### src/rtl/servo_pkg.sv
// Shared types, default constants and the clamp helper for the servo ramp generator.
package servo_pkg;

  typedef enum logic {
    IDLE,
    RAMP
  } ramp_state_e;

  localparam int unsigned DEFAULT_D_MIN  = 50_000;
  localparam int unsigned DEFAULT_D_MAX  = 100_000;
  localparam int unsigned DEFAULT_D_INIT = 75_000;
  localparam int unsigned DEFAULT_T_INIT = 1_000_000;

  // Widened to 64 bits so callers of any width up to 64 can share one helper.
  function automatic logic [63:0] clamp(input logic [63:0] v,
                                        input logic [63:0] lo,
                                        input logic [63:0] hi);
    if (v < lo)      return lo;
    else if (v > hi) return hi;
    else             return v;
  endfunction

endpackage

### src/rtl/servo_frame_timer.sv
// Frame counter: runs 0..len-1 while enabled and pulses tick on the last count.
module servo_frame_timer #(
  parameter int W = 32
) (
  input  logic         clk,
  input  logic         reset,
  input  logic         en,
  input  logic [W-1:0] len,
  output logic         tick
);

  logic [W-1:0] count;

  assign tick = en && (count == len - W'(1));

  always_ff @(posedge clk or negedge reset) begin
    if (!reset)      count <= '0;
    else if (!en)    count <= '0;
    else if (tick)   count <= '0;
    else             count <= count + W'(1);
  end

endmodule

### src/rtl/servo_ramp_gen.sv
// Rate-limits servo duty commands: slews d toward the target by one step per PWM frame.
module servo_ramp_gen
  import servo_pkg::*;
#(
  parameter int          W      = 32,
  parameter int          SW     = 16,
  parameter int unsigned D_MIN  = DEFAULT_D_MIN,
  parameter int unsigned D_MAX  = DEFAULT_D_MAX,
  parameter int unsigned D_INIT = DEFAULT_D_INIT,
  parameter int unsigned T_INIT = DEFAULT_T_INIT
) (
  input  logic          clk,
  input  logic          reset,
  input  logic          cmd_valid,
  output logic          cmd_ready,
  input  logic [W-1:0]  cmd_target,
  input  logic [SW-1:0] cmd_step,
  input  logic [W-1:0]  period,
  input  logic          run,
  output logic [W-1:0]  d,
  output logic [W-1:0]  t,
  output logic          enable,
  output logic          busy,
  output logic          done
);

  ramp_state_e   state, state_next;
  logic [W-1:0]  tgt, tgt_in, t_new, d_ramp, d_next, t_next;
  logic [SW-1:0] step;
  logic [W:0]    mag, step_ext;
  logic          tick, xfer, up, done_next;

  servo_frame_timer #(.W(W)) u_timer (
    .clk   (clk),
    .reset (reset),
    .en    (enable),
    .len   (t),
    .tick  (tick)
  );

  assign xfer = cmd_valid && cmd_ready;
  assign busy = (state == RAMP);

  // Step arithmetic at W+1 bits so the distance to target never wraps.
  always_comb begin
    tgt_in   = W'(clamp(64'(cmd_target), 64'(D_MIN), 64'(D_MAX)));
    t_new    = (period < W'(2)) ? W'(2) : period;
    up       = (tgt > d);
    mag      = up ? ({1'b0, tgt} - {1'b0, d}) : ({1'b0, d} - {1'b0, tgt});
    step_ext = (W+1)'(step);
    if ((step == '0) || (step_ext >= mag)) d_ramp = tgt;
    else if (up)                            d_ramp = d + W'(step);
    else                                    d_ramp = d - W'(step);
  end

  // A tick steps toward the old target; a same-cycle transfer only affects later ticks.
  always_comb begin
    state_next = state;
    d_next     = d;
    t_next     = t;
    done_next  = 1'b0;
    if (tick) begin
      t_next = t_new;
      if (t_new < d)           d_next = t_new;
      else if (state == RAMP)  d_next = d_ramp;
      if ((state == RAMP) && (d_next == tgt)) begin
        done_next  = 1'b1;
        state_next = IDLE;
      end
    end
    if (xfer) begin
      if (tgt_in == d_next) begin
        done_next  = 1'b1;
        state_next = IDLE;
      end else begin
        state_next = RAMP;
      end
    end
  end

  always_ff @(posedge clk or negedge reset) begin
    if (!reset) begin
      state     <= IDLE;
      d         <= W'(D_INIT);
      t         <= W'(T_INIT);
      enable    <= 1'b0;
      done      <= 1'b0;
      cmd_ready <= 1'b0;
      tgt       <= W'(D_INIT);
      step      <= '0;
    end else begin
      state     <= state_next;
      d         <= d_next;
      t         <= t_next;
      done      <= done_next;
      cmd_ready <= 1'b1;
      if (tick || !enable) enable <= run;
      if (xfer) begin
        tgt  <= tgt_in;
        step <= cmd_step;
      end
    end
  end

endmodule

### config.mk
export PLATFORM = sky130hd
export DESIGN_NAME = servo_ramp_gen
export DESIGN_NICKNAME = d
export VERILOG_FILES = /design/src/rtl/servo_pkg.sv /design/src/rtl/servo_frame_timer.sv /design/src/rtl/servo_ramp_gen.sv
export SDC_FILE = /design/constraint.sdc
export NUM_CORES = 1
export LEC_CHECK = 0
export CORE_MARGIN = 3
export CORE_UTILIZATION = 40
export CTS_CLUSTER_SIZE = 30
export DETAILED_ROUTE_END_ITERATION = 10
export HOLD_SLACK_MARGIN = 0.05
export PLACE_DENSITY = 0.67
export SYNTH_ARGS = -nofsm -noshare
export SYNTH_HDL_FRONTEND = slang
export SYNTH_HIERARCHICAL = 1
export SYNTH_SLANG_ARGS = --single-unit
export TNS_END_PERCENT = 5
### constraint.sdc
create_clock -name clk -period 8 [get_ports clk]
set_clock_uncertainty 0.15 [all_clocks]
set_input_delay 0.8 -clock clk [delete_from_list [all_inputs] [get_ports clk]]
set_output_delay 0.8 -clock clk [all_outputs]
set_load 0.005 [all_outputs]
### Yosys cells after proc, flatten, opt, wreduce, memory -nomap -nowiden

Index checks and enable logic that the tools add are counted.

| storage, ports and cells | value |
|---|---|
| output and inout port bits | 68 |
| input bits | 84 |
| logic and storage cells | 54 |
| flip-flop bits (word level) | 148 |

| cells by class | value |
|---|---|
| magnitude comparators | 6 |
| equality and inequality tests | 3 |
| muxes and demuxes | 20 |
| add/subtract/negate cells | 6 |
| reduce and logical (&&, ||, !) cells | 10 |

Operators by type and width:

| kind | count |
|---|---|
| 32-bit two-way mux | 11 |
| 32-bit == test | 3 |
| 32-bit by 32-bit subtractor with 33-bit output | 2 |
| 16-bit by 33-bit >= comparator with 1-bit output | 1 |
| 33-bit two-way mux | 1 |
| 32-bit by 1-bit adder with 32-bit output (second input constant) | 1 |
| 32-bit by 16-bit adder with 32-bit output | 1 |
| 32-bit by 17-bit > comparator with 1-bit output (second input constant) | 1 |
| 32-bit > comparator | 1 |
| 32-bit by 16-bit less-than comparator with 1-bit output (second input constant) | 1 |
| 32-bit by 2-bit less-than comparator with 1-bit output (second input constant) | 1 |
| 32-bit less-than comparator | 1 |
| 32-bit by 1-bit subtractor with 32-bit output (second input constant) | 1 |
| 32-bit by 16-bit subtractor with 32-bit output | 1 |
| 16-bit logical NOT | 1 |
| 1-bit two-way mux | 8 |
| 2-bit nonzero test | 2 |
| 1-bit logical AND | 3 |
| 1-bit logical OR | 2 |
| 2-bit AND reduction | 1 |
| 1-bit logical NOT | 1 |

### Depth between registers and ports, before layout

Gate-level depths: netlist (run 1).

| depth | value |
|---|---|
| depth in word-level cells | 14 |
| mapped depth | 37 |
| gate-level depth less buffers | 33 |

### Hierarchy

The synthesis (run 1) kept the hierarchy.

Modules (own cells, without submodules):

| module | cells an instance | sequential area each (um^2) | area an instance (um^2) | instances |
|---|---|---|---|---|
| servo_ramp_gen | 1,806 | 2,931.6 | 13,979.7 | 1 |
| servo_frame_timer | 408 | 800.8 | 3,278.1 | 1 |

### Worst setup path after synthesis (run 1)

No wires, ideal clock.

| timing path | value |
|---|---|
| kind | reg-to-reg |
| start point | register d[16] |
| end point | register state, in the netlist busy |
| required time | 7.713 ns |
| arrival | 7.722 ns |
| period minus slack after synthesis | 8.009 ns |
| buffers on the path | 2 |
| slack | -0.009 ns |
| cell stages (with the launch flop) | 34 |
| library setup time | 0.137 ns |
| path through | dfstp_2 > inv_1 > ha_1 > buf_2 > a21oi_1 > o21ai_0 > a21o_1 > a31o_1 > a31oi_2 > nor2_1 > clkbuf_1 > or4_1 > o21ai_0 > o22a_1 > o221ai_1 > a311oi_1 > xor2_1 > ha_1 > nand2_1 > nor2_1 > o211ai_1 > a31oi_1 > nor2_1 > nor4_1 > and4_1 > o2111ai_1 > o31ai_4 > mux2_2 > o21ai_0 > o32ai_1 > or4_1 > or4b_1 > nor4_2 > a22oi_1 |

| on the way | value |
|---|---|
| cells in the longest elaborated chain, start to end | 12 |
| elaborated cells on any way between the ends | 22 |
| classes of those cells | 4 x add/sub; 3 x order compare; 2 x eq/ne; 9 x mux; 4 x reduce/logical |

RTL lines:

| element | RTL line | text |
|---|---|---|
| start: declaration | servo_ramp_gen.sv:20 | `output logic [W-1:0] d,` |
| start signal: assignment | servo_ramp_gen.sv:84 | `d <= W'(D_INIT);` |
| start signal: assignment | servo_ramp_gen.sv:93 | `d <= d_next;` |
| 32-bit by 32-bit subtractor with 33-bit output or 32-bit > comparator (tied branches) | servo_ramp_gen.sv:49, servo_ramp_gen.sv:48 |  |
| 33-bit two-way mux | servo_ramp_gen.sv:49 | `mag = up ? ({1'b0, tgt} - {1'b0, d}) : ({1'b0, d} - {1'b0, tgt});` |
| 16-bit by 33-bit >= comparator with 1-bit output | servo_ramp_gen.sv:51 | `if ((step == '0) \|\| (step_ext >= mag)) d_ramp = tgt;` |
| 1-bit logical OR | servo_ramp_gen.sv:51 |  |
| 32-bit two-way mux | servo_ramp_gen.sv:51 |  |
| 32-bit two-way mux | servo_ramp_gen.sv:65 | `else if (state == RAMP) d_next = d_ramp;` |
| 32-bit two-way mux | servo_ramp_gen.sv:64 | `if (t_new < d) d_next = t_new;` |
| 32-bit two-way mux | servo_ramp_gen.sv:62 | `if (tick) begin` |
| 32-bit two-way mux or 32-bit == test (tied branches) | servo_ramp_gen.sv:62, servo_ramp_gen.sv:66 |  |
| 32-bit == test or 1-bit logical AND (tied branches) | servo_ramp_gen.sv:72, servo_ramp_gen.sv:66 |  |
| 1-bit two-way mux or 2-bit nonzero test (tied branches) | - |  |
| 1-bit two-way mux or 2-bit AND reduction (tied branches) | - |  |
| end signal: assignment | servo_ramp_gen.sv:92 | `state <= state_next;` |
| end: declaration | servo_ramp_gen.sv:27 | `ramp_state_e state, state_next;` |

Several ways; a longest one is shown, not always the timed one. The select of a mux whose other input is x is not followed.
A chain may end at the register's enable or synchronous reset.

### Worst setup path after layout (run 1)

| timing path | value |
|---|---|
| start point | register d[16] |
| end point | register state, in the netlist busy |

| on the way | value |
|---|---|
| cells in the longest elaborated chain, start to end | 12 |
| elaborated cells on any way between the ends | 22 |
| classes of those cells | 4 x add/sub; 3 x order compare; 2 x eq/ne; 9 x mux; 4 x reduce/logical |

RTL lines:

| element | RTL line | text |
|---|---|---|
| 32-bit by 32-bit subtractor with 33-bit output or 32-bit > comparator (tied branches) | servo_ramp_gen.sv:49, servo_ramp_gen.sv:48 |  |
| 33-bit two-way mux | servo_ramp_gen.sv:49 |  |
| 16-bit by 33-bit >= comparator with 1-bit output | servo_ramp_gen.sv:51 |  |
| 1-bit logical OR | servo_ramp_gen.sv:51 |  |
| 32-bit two-way mux | servo_ramp_gen.sv:51 |  |
| 32-bit two-way mux | servo_ramp_gen.sv:65 |  |
| 32-bit two-way mux (*) | servo_ramp_gen.sv:64 |  |
| 32-bit two-way mux (*) (2 in a row) | servo_ramp_gen.sv:62 |  |
| named net d_next[2] | servo_ramp_gen.sv:28 | `logic [W-1:0] tgt, tgt_in, t_new, d_ramp, d_next, t_next;` |
| 32-bit == test (*) | servo_ramp_gen.sv:72 | `if (tgt_in == d_next) begin` |
| 1-bit two-way mux (*) | servo_ramp_gen.sv:72 |  |
| 1-bit two-way mux (*) | servo_ramp_gen.sv:71 | `if (xfer) begin` |

The timed path passes the listed nets; every way through them passes the cells marked *. The select of a mux whose other input is x is not followed.

==> flow_summary.json, run 1 <==
{
  "status": "finished, final reports clean",
  "synth_xor_area_frac": 0.0959,
  "viasPerCell": 6.26,
  "use_met1": 0.527,
  "synthAdderAreaFrac": 0.109,
  "critPathSlowestCell": "dfstp_2",
  "cts_tree": "built",
  "async_flop_share": 1.00,
  "wirelength_um": 84400,
  "grt_pass1_vias": 18300,
  "fmax_ghz": 0.130,
  "final_cell_mix": "buf_4 (231), nand2_1 (192), a21oi_1 (191)",
  "worstPathArrival_ps": 7880,
  "fillCellCount": 4113,
  "cts_buffers": 17,
  "drt_iter0_drc": 2366,
  "setup_violations": 0,
  "ys_ff_latch": 148,
  "syn_area_um2": 17300,
  "layout-drive-gt1-share": 0.191,
  "syn2layout_area_growth_pct": 25.2,
  "critPathMostFrequentCell": "nor2_2",
  "wire_per_inst_um": 27.4,
  "rr_startpoint": "d[16]",
  "min_period_ps": 7690,
  "synth_top_family_by_area": "compound AO/OA/AOI/OAI gates",
  "yosysWarningCount": 6,
  "multi_input_area_um2": 12800,
  "clk_pin_slew_ps": 70,
  "port_buffers": 151,
  "critPathMaxFanout": 7,
  "finalNonFillerCells": 3076,
  "syn_nets": 2447,
  "slowest_delay_ps": 530,
  "core_um2": 42300,
  "fin_area_um2": 21600,
  "drc": 0,
  "fin_nets": 2718,
  "cts.sinks": 148,
  "max_cap_viol_count": 0,
  "placed_cells": 3039,
  "grt_max_degree": 55,
  "synth.top_cells.by_area": "dfrtp_1 (18%), ha_1 (11%), xnor2_1 (6.3%)",
  "die_h_um": 214,
  "yosys.area.top_type": "dfrtp_1",
  "grt_pass1_wl_um": 122000,
  "r2r_slack_ps": 310,
  "hold_viol_final": 0,
  "relSlewSlack": 0.174,
  "place.gp.congestion": 1.05,
  "die_w_um": 214,
  "finalPower_mw": 7.33,
  "drt.antenna.violating_nets": 0,
  "placed_area_um2": 20700,
  "finalMaxSlewViolations": 0,
  "synth.top_cell.area_share": 0.181,
  "startpoint_type": "register",
  "yosys.area_share.simple": 0.228,
  "grt_use_met3": 0.0743,
  "irDropWorstVdd_mv": 0.251,
  "synthCells": 2214,
  "p_leak_nw": 9.05,
  "initial_core_util": 0.408,
  "dr.pass1.iters": 8,
  "vias": 19300,
  "required_ps": 8190,
  "grt.overflow.total": 0,
  "root_buffer": "clkbuf_16",
  "synth_edf_count": 0,
  "row_count": 75,
  "mostFrequentLayoutCell": "buf_4",
  "synth_compound_area_frac": 0.241,
  "synth_mux_area_frac": 0.0494,
  "hpwlAfterDp_um": 69400,
  "syn_area_per_cell_um2": 7.79,
  "min_period_over_period": 0.961,
  "seq_area_frac_synth": 0.216,
  "power_density_nw_per_um2": 339,
  "reg2reg_depth": 38,
  "antenna_found_initial": 4,
  "crit_path_end_kind": "register",
  "top_usage_layer": "met2",
  "ios": 152,
  "die_area_um2": 45700,
  "ys_types": 102,
  "track_usage": 0.366,
  "cts_buffer_depth": 2,
  "tightest_slew_ps": 1210,
  "regArea_um2": 3730,
  "clk_latency_ps": 490,
  "path_class": "reg2reg",
  "fin_tns_setup_ps": 0,
  "r2r-end": "busy",
  "synthFlopType": "dfrtp_1",
  "holdBufCountCts": 0,
  "hold_path.class": "in2async",
  "grtUsageMet2": 0.539,
  "htreeDepth": 4
}
## stage by stage
| stage | utilization | hold WS, ps | worst slack, ps |
|---|---|---|---|
| 6_report | 0.510 | 130 | 312 |
| 5_1_grt | 0.510 | 155 | -31.7 |
| 4_1_cts | 0.503 | 126 | 58.0 |
| 3_5_place_dp | 0.489 | 389 | -88.1 |
| 3_3_place_gp | 0.489 | 377 | 184 |
| 2_1_floorplan | - | 325 | 11.8 |
## per-layer routing
layer  part of all wire  wire length, µm  vias up
met4              0.038             3170        4
met3              0.091             7640      159
met5            0.00032               27        -
li1                   -                -     8653
met1               0.45            37900     9375
met2               0.42            35700     1059
## worst max-delay path by stage
stage               startpoint    to  slack, ps  cells past startpoint
finish                   d[16]  busy        310                     38
global route             d[16]  busy        -30                     38
CTS                      d[26]  busy         60                     32
detailed placement       d[26]  busy        -90                     31
global placement         d[26]  busy        180                     31
floorplan                d[16]  busy         10                     33
## worst max-delay path, delay by kind of cell, from the launching register on
kind,cells,cell delay (ps)
AOI/OAI and AO/OA,13,2440
and+or+nand+nor,14,2370
buffers and inverters,7,1040
adders and majority gates,2,610
DFF,1,530
muxes,1,240
xor gates and xnor gates,1,110
## synth_stat cells (15+ instances only)
cell type / n
mux2i_1: 21
nor2_1: 158
dfstp_2: 23
nor4_1: 37
buf_2: 26
a31oi_1: 30
nor2_2: 30
o21ai_0: 120
nand2_1: 195
and2_1: 16
nor3_1: 76
inv_1: 107
xnor2_1: 124
xor2_1: 65
a21oi_1: 199
or3_1: 17
or4_1: 15
ha_1: 146
a211oi_1: 20
dfrtp_1: 125
nand2b_1: 22
clkbuf_1: 85
a21o_1: 50
o21a_1: 15
nand4_1: 48
o22ai_1: 28
nand3_1: 61
mux2_2: 57
## where the power goes
| part | switching (mW) | internal, mW | total, mW |
|---|---|---|---|
| combinational | 3.11 | 2.15 | 5.25 |
| sequential | 0.292 | 0.950 | 1.24 |
| clock | 0.397 | 0.436 | 0.833 |
| total | 3.80 | 3.53 | 7.33 |
## state kept, by name, summed over array words and instances, names as in the netlist
signal / cells
tgt: 32
d: 32
enable: 1
t: 32
done: 1
step: 16
cmd_ready: 1
busy: 1
u_timer/count: 32
## cell families (layout without fill, tap and decap cells)
family          Yosys count  after routing
other cells               1              2
xor+xnor                189            189
fa+ha+maj               149            149
simple gates            764            764
buf+inv                 246            530
mux                      78             78
compound gates          639            639
flops                   148            148
## repair_timing
item,CTS,global route
buffers inserted,1,3
gates cloned,0,0
setup endpoints to repair,2,2
pin swaps,1,18
resized for setup,0,65
## area by class of cell
type	instances	share of cell area
flip-flops and latches	148	0.173
diodes	1	0.000116
clock buffers	18	0.0199
clock inverters	14	0.00655
repair buffers	388	0.155
multi-input cells	1820	0.593
inverters	110	0.0191
well taps	577	0.0334
Note: power is estimated with default switching activity, not from simulation.
==> run 2: changes to the inputs <==
--- a/config.mk
+++ b/config.mk
@@ -5,6 +5,7 @@
 export SDC_FILE = /design/constraint.sdc
 export NUM_CORES = 1
 export LEC_CHECK = 0
+export CORE_ASPECT_RATIO = 0.6
 export CORE_MARGIN = 3
 export CORE_UTILIZATION = 40
 export CTS_CLUSTER_SIZE = 30
==> run 2 against run 1 <==
Effect of this change:
- routed wire length up 4.5%
- sequential share of layout area fell by 0.26 points
- die area up 0.18%
- first-iteration DRC count grew 27%
- sequential cell count stayed put
- critical path type unchanged
- largest cell class unchanged
- highest routed layer unchanged
==> flow_summary.json, run 2 (synthesized netlist as in run 1, its figures left out) <==
{
  "layout-drive-gt1-share": 0.205,
  "max_cap_viol_count": 0,
  "viasPerCell": 6.46,
  "status": "finished, final reports clean",
  "drt.antenna.violating_nets": 0,
  "grt_pass1_wl_um": 126000,
  "r2r_slack_ps": 40,
  "power_density_nw_per_um2": 349,
  "place.gp.congestion": 1.05,
  "ios": 152,
  "startpoint_type": "register",
  "antenna_found_initial": 3,
  "root_buffer": "clkbuf_16",
  "path_class": "reg2reg",
  "core_um2": 42200,
  "syn2layout_area_growth_pct": 27.0,
  "irDropWorstVdd_mv": 0.195,
  "setup_violations": 0,
  "fin_nets": 2740,
  "hpwlAfterDp_um": 71500,
  "finalMaxSlewViolations": 0,
  "holdWs_ps": 216,
  "track_usage": 0.372,
  "min_period_over_period": 0.996,
  "critPathSlowestCell": "or4_4",
  "fmax_ghz": 0.126,
  "drt_iter0_drc": 2999,
  "crit_path_end_kind": "register",
  "cts_buffer_depth": 2,
  "grt_pass1_vias": 18200,
  "drc": 0,
  "slowest_delay_ps": 550,
  "die_w_um": 274,
  "cts_buffers": 17,
  "mostFrequentLayoutCell": "buf_4",
  "die_area_um2": 45800,
  "vias": 20000,
  "htreeDepth": 4,
  "crit_end": "busy",
  "rr_startpoint": "d[3]",
  "initial_core_util": 0.409,
  "final_cell_mix": "buf_4 (250), nand2_1 (191), a21oi_1 (188)",
  "port_buffers": 151,
  "tightest_slew_ps": 1360,
  "critPathMaxFanout": 6,
  "clk_pin_slew_ps": 70,
  "hold_viol_final": 0,
  "finalPower_mw": 7.65,
  "reg2reg_depth": 34,
  "cts_tree": "built",
  "relSlewSlack": 0.0837,
  "die_h_um": 167,
  "r2r-end": "busy",
  "wire_per_inst_um": 28.5,
  "grt.overflow.total": 0,
  "crit_path_start": "d[3]",
  "cts.sinks": 148,
  "grt_max_degree": 86,
  "row_count": 58,
  "worstPathArrival_ps": 8120,
  "required_ps": 8150,
  "holdBufCountCts": 0,
  "clk_latency_ps": 470,
  "hold_path.class": "in2async",
  "dr.pass1.iters": 6,
  "p_leak_nw": 9.20,
  "min_period_ps": 7960,
  "wirelength_um": 88200
}
run 2: repair_timing:
item	in CTS	in global routing
setup buffers	2	18
pin swaps	4	37
gates resized for setup	6	94
gates cloned	0	0
setup endpoints to repair	2	2
run 2: area by class of cell:
| class | instances | area, µm² |
|---|---|---|
| multi-input combinational | 1820 | 13000 |
| fill | 4091 | 20300 |
| antenna | 1 | 2.50 |
| timing repair buffer | 410 | 3510 |
| inverter | 110 | 413 |
| tap | 570 | 713 |
| sequential | 148 | 3730 |
| clock buffer | 18 | 429 |
| clock inverter | 14 | 141 |
run 2: how the worst min path moves through the flow:
stage	from	end	slack, ps	cells past startpoint
floorplan	tgt[16]	tgt[16]	330	2
global placement	tgt[16]	tgt[16]	360	2
detailed placement	tgt[16]	tgt[16]	360	2
CTS	reset	u_timer/count[6]	260	1
global route	reset	u_timer/count[5]	290	1
finish	reset	u_timer/count[1]	220	1
run 2: routing by layer:
metal,GRT usage,part of all wire,vias to the layer above
met4,0.0754,0.021,8
li1,-,-,8683
met1,0.582,0.46,9703
met3,0.141,0.15,136
met5,0,0.00052,-
met2,0.470,0.37,1436
run 2: critical path: cells and delay by family (launching register included):
family | cells | cell delay, ps
mux | 1 | 240
flops | 1 | 540
xor+xnor | 1 | 110
fa+ha+maj | 2 | 610
buf+inv | 5 | 650
simple gates | 13 | 2840
compound gates | 12 | 2650
run 2: stage by stage:
stage	area [µm²]	TNS [ps]	setup WS (ps)	std cells	util
after floorplan	17300	0	11.8	2214	-
after global placement	20700	-677	-359	3038	0.490
after detailed placement	20700	-1290	-669	3038	0.490
after CTS	21300	0	6.89	3072	0.505
after global routing	21900	-191	-141	3090	0.519
final	21900	0	35.7	3091	0.519
run 2: report_power, final:
| group | switching [mW] | total, mW | internal, mW |
|---|---|---|---|
| Sequential | 0.324 | 1.27 | 0.949 |
| Combinational | 3.28 | 5.54 | 2.26 |
| Clock | 0.402 | 0.841 | 0.439 |
| Total | 4.01 | 7.65 | 3.64 |
